<file path="config.mk">
export PLATFORM = sky130hd
export DESIGN_NAME = multiplier
export DESIGN_NICKNAME = d
export VERILOG_FILES = /design/src/rtl/multiplier.sv
export SDC_FILE = /design/constraint.sdc
export NUM_CORES = 1
export LEC_CHECK = 0
export CAP_MARGIN = 15
export CORE_ASPECT_RATIO = 0.8
export CORE_MARGIN = 5
export CORE_UTILIZATION = 45
export CTS_BUF_LIST = sky130_fd_sc_hd__clkbuf_8
export DETAILED_ROUTE_END_ITERATION = 8
export GPL_TIMING_DRIVEN = 0
export PLACE_DENSITY_LB_ADDON = 0.3
export SLEW_MARGIN = 15
export SYNTH_ARGS = -nofsm -noshare
export SYNTH_HDL_FRONTEND = slang
export SYNTH_SLANG_ARGS = --single-unit
</file>
<file path="constraint.sdc">
create_clock -name clk_i -period 0.81 [get_ports clk_i]
set_input_delay 0.1215 -clock clk_i [delete_from_list [all_inputs] [get_ports clk_i]]
set_output_delay 0.1215 -clock clk_i [all_outputs]
set_load 0.1 [all_outputs]
</file>
<file path="src/rtl/multiplier.sv">
// Registered signed fixed-point multiplier: full-precision product, arithmetic
// right shift by a runtime fraction-bit count, saturation into the output width.
module multiplier #(
    parameter int DATA_WIDTH_FAC1 = 8,
    parameter int DATA_WIDTH_FAC2 = 8,
    parameter int DATA_WIDTH_PROD = 20,
    parameter int Q_BITWIDTH      = $clog2(DATA_WIDTH_PROD)
) (
    input  logic                              clk_i,
    input  logic                              rst_ni,
    input  logic                              multiplier_en_i,
    input  logic signed [DATA_WIDTH_FAC1-1:0] factor_1,
    input  logic signed [DATA_WIDTH_FAC2-1:0] factor_2,
    input  logic        [Q_BITWIDTH-1:0]      fraction_bit_i,
    output logic signed [DATA_WIDTH_PROD-1:0] product
);

    localparam int FULL_W = DATA_WIDTH_FAC1 + DATA_WIDTH_FAC2;

    logic signed [FULL_W-1:0]          w_full;
    logic signed [FULL_W-1:0]          w_shift;
    logic signed [DATA_WIDTH_PROD-1:0] w_fit;
    logic signed [DATA_WIDTH_PROD-1:0] r_product;

    // Both operands are sign-extended to the full width first so the product never overflows.
    assign w_full  = FULL_W'(factor_1) * FULL_W'(factor_2);
    // Shifts past the product width still sign-fill, giving 0 or -1.
    assign w_shift = w_full >>> fraction_bit_i;

    generate
        if (DATA_WIDTH_PROD >= FULL_W) begin : g_extend
            assign w_fit = DATA_WIDTH_PROD'(w_shift);
        end else begin : g_saturate
            localparam int HI_W = FULL_W - DATA_WIDTH_PROD + 1;

            logic [HI_W-1:0] w_hi;
            logic            w_in_range;

            // The value fits only when every dropped bit equals the new sign bit.
            assign w_hi       = w_shift[FULL_W-1:DATA_WIDTH_PROD-1];
            assign w_in_range = (w_hi == '0) || (w_hi == '1);

            always_comb begin
                if (w_in_range) begin
                    w_fit = w_shift[DATA_WIDTH_PROD-1:0];
                end else if (w_shift[FULL_W-1]) begin
                    w_fit = {1'b1, {(DATA_WIDTH_PROD-1){1'b0}}};
                end else begin
                    w_fit = {1'b0, {(DATA_WIDTH_PROD-1){1'b1}}};
                end
            end
        end
    endgenerate

    // NOTE: the reset is in the sensitivity list, so it clears the register without waiting for a clock edge.
    always_ff @(posedge clk_i or negedge rst_ni) begin
        if (!rst_ni) begin
            r_product <= '0;
        end else if (multiplier_en_i) begin
            r_product <= w_fit;
        end
    end

    assign product = r_product;

endmodule

</file>
# Word-level counts from Yosys, hierarchy flattened

Cells that the tools add are included.

Register bits: 16
Input port bits: 24
Output and inout port bits: 20
Logic and storage cells: 3

Multipliers: 1
Shifts and indexed selects: 1

Operators by type and width:

| kind                                           | count |
|---|---|
| 8-bit by 8-bit multiplier with 16-bit output   | 1 |
| 16-bit by 5-bit >>> shifter with 16-bit output | 1 |

# Logic depth before layout (Yosys ltp)

Word-level depth: 2
Gate-level depth with buffers: 20
Gate-level depth less buffers: 18

# Least setup slack after synthesis

No wires, ideal clock.

Path type: input to register
From: input port factor_2[4]
To: register r_product[6] (netlist: product[6])
Library setup time: 0.135 ns
Arrival: 4.417 ns
Required time: 0.675 ns
Slack: -3.741 ns
Stages on the path: 19
Buffers on the path: 1
Cells stage by stage: and2_1 -> fa_1 -> inv_1 -> fa_1 -> inv_1 -> fa_1 -> inv_1 -> fa_1 -> inv_1 -> ha_1 -> buf_2 -> a21oi_1 -> o221ai_1 -> xor2_1 -> mux4_2 -> and2_0 -> a211o_1 -> o2111ai_1 -> a21oi_1

Longest elaborated chain between the ends: 2

Ends and longest elaborated chain:

| element                                        | RTL line | text |
|---|---|---|
| from (decl)                                    | 13       | `input logic signed [DATA_WIDTH_FAC2-1:0] factor_2,` |
| 8-bit by 8-bit multiplier with 16-bit output   | 26       | `assign w_full = FULL_W'(factor_1) * FULL_W'(factor_2);` |
| 16-bit by 5-bit >>> shifter with 16-bit output | 28       | `assign w_shift = w_full >>> fraction_bit_i;` |
| to (signal assigned)                           | 60       | `r_product <= w_fit;` |
| to (decl)                                      | 23       | `logic signed [DATA_WIDTH_PROD-1:0] r_product;` |

Every way passes these cells.
A chain may end at the register's enable or synchronous reset.

# Worst setup path after layout

From: input port factor_2[0]
To: register r_product[1] (netlist: product[1])

The elaborated chain is that of the path after synthesis.

==> impl_results.md <==
* Final net count at 676
* Synth area leader: fa_1
* Critical path buffer and inverter count at 6
* Most used cell, CP: fa_1
* CTS tree: built
* Mean Syn Cell Area at around 8.4 um2
* Crit-path max cell delay at 0.55 ns
* Vias in the first global route at about 3800
* Largest register FFs at 16
* CTS Buf Count at 3
* Grt ovf at 0
* Diode count at 0
* Vias per cell at roughly 5.7
* Crit-path cells: buf_12 > and2_4 > fa_1 > inv_1 > fa_1 > inv_2 > fa_1 > inv_1 > fa_1 > inv_2 > ha_4 > buf_12 > o221ai_4 > a211o_1 > and2_1 > mux4_2 > nor3_2 > o21bai_1 > a31oi_1
* Count leader, synth: inv_1
* First-pass GRT wire length at around 18 mm
* Arrival time worst endpoint at between 4 and 5 ns
* Core Rows at 31
* GR Util All Layers at 0.207
* Delay-heaviest family, CP: adder cells
* Post-Place Setup Slack at -4.81 ns
* Crit-path max FO at 5
* Commonest cells post-synth: inv_1, fa_1, and2_1
* Synth warn at 0
* Critical Path RT at 0.98 ns
* Global placement routability congestion at around 0.95
* CP endpoint kind: register
* Initial antenna violation count at 0
* CTS Sinks at 16
* Drt pass-1 iters at 5
* Wirelength per Cell at 16.7 um
* Pin count of the biggest net entering global routing at 17
* Slew headroom at 0.510
* Die Span X at 116 um
* Synthesized cell area at 4070 um2
* Failing checks: setup timing
* Final Hold Fails at 0
* RSZ-0062 raised after global routing: yes
* Status: complete, but fails checks
* Port Buffer Count at 41
* Period utilisation layout at 5.48
* Fin Hold WS at 0.0358 ns
* Die Y-Extent at 95.1 um
* Area growth, synth to finish at 43.0%
* Vias at 3879
* Die Area at ~11000 um2
* Cts hold-fix bufs at 0
* Post-route DRC violation count at 0
* Post-synth ARST share at 1.00
* Worst setup path class: in -> reg
* Synth top area cells: fa_1, dfrtp_1, ha_1
* Peak Freq at around 230 MHz
* Cells after synthesis at 486
* Post-DP HPWL at 8.53 mm
* DRT antenna net count at 0
* FF+latch count, synth at 16
* Worst setup SP type: input pin
* Clk_lat worst skew at 0.25 ns
* Share of cells above drive strength 1 at 0.357
* Worst-path clk slew at 0.06 ns
* Finished Core Util at 0.650
* Initial Utilization at 0.454
* # IOs at 44
* Worst Hold Class: in -> async
* Slowest-stage cell, CP: mux4_2
* Max-cap violations at 0
* Worst Skew at 0 ns
* Post-route setup slack at -3.63 ns
* Area share of the largest cell type after synthesis at 0.270
* Root Driver: clkbuf_8
* Max Slew Vio Count at 0
* Post-synth EDFFs at 0
* Final setup fails at 36
* Post-synthesis sequential area ratio at 0.0983
* Max Root-Sink Buffers at 2
* Cell variety after synth at 65
* Slew @ Worst Pin at 0.734 ns
* Drt total wl at 11.4 mm
* Minimum clock period at 4.44 ns
* DRT iter0 DRCs at 369
* Core area at 8960 um2
* H-tree levels at 1
* Syn Nets at 594
* Top_reg_cell synth: dfrtp_1
placed cells by master (no fill, tap or decap), types with 8 or more instances in the layout:
master,instances
ha_4,8
ha_1,18
buf_4,26
fa_1,50
inv_1,79
buf_12,25
a31oi_1,8
clkbuf_1,12
nor2_1,26
and2_4,12
and2_1,35
xnor2_1,10
dfrtp_2,13
nand3_1,9
a21oi_1,17
buf_6,23
nand2_1,31
final cells by class:
type	count	area [um2]
Buffer	18	141
Clock buffer	3	41.3
Inverter	89	339
Fill cell	713	3140
Timing Repair Buffer	80	957
Sequential cell	16	420
Multi-Input combinational cell	360	3780
Tap cell	115	144
final timing paths:
check                                  startpoint          end  slack, ns  cells past startpoint
worst max-delay path                  factor_2[0]   product[1]      -3.63                     19
worst min-delay path                       rst_ni   product[8]       0.04                      1
worst max register to register         product[0]   product[0]      -0.10                      3
worst min register to register        product[11]  product[11]       0.50                      1
max in group asynchronous                  rst_ni  product[15]       0.24                      1
min in group clk_i              fraction_bit_i[3]   product[0]       0.28                      2
timing repair:
| item | in CTS | in global routing |
|---|---|---|
| setup endpoints to repair | 52 | 36 |
| pin swaps | 29 | 47 |
| cloned | 0 | 1 |
| setup buffers | 20 | 18 |
| gates resized for setup | 310 | 82 |
metrics by stage:
stage	TNS, ns	instance area, um2	cells
2_1_floorplan	-54.93	4260	486
3_3_place_gp	-92.99	4820	642
3_5_place_dp	-96.23	4820	642
4_1_cts	-61.01	5370	664
5_1_grt	-63.22	5820	681
6_report	-61.07	5820	681
kinds of logic after synthesis:
| kind of cell | after synthesis | share of synthesized area |
|---|---|---|
| simple gates | 152 | 0.191 |
| buf+inv | 110 | 0.107 |
| compound gates | 98 | 0.168 |
| fa+ha+maj | 84 | 0.360 |
| xor+xnor | 17 | 0.0366 |
| flops | 16 | 0.0983 |
| mux | 9 | 0.0390 |
worst reg2reg max path, cell delays in order, from the launching register on:
cell and delay (ns):
dfrtp_1 0.41, buf_4 0.14, a21oi_1 0.17, a41oi_2 0.05
layer usage:
layer  up-vias  track usage  part of all wire
met4         0       0.0367            0.0097
met3        18       0.0235             0.064
met2       164        0.338              0.50
met5         -            0                 0
li1       1756            -                 -
met1      1941        0.300              0.43
Power is not shown: default switching activity piles up to over one toggle a cycle in this logic, so the estimate is an artifact.
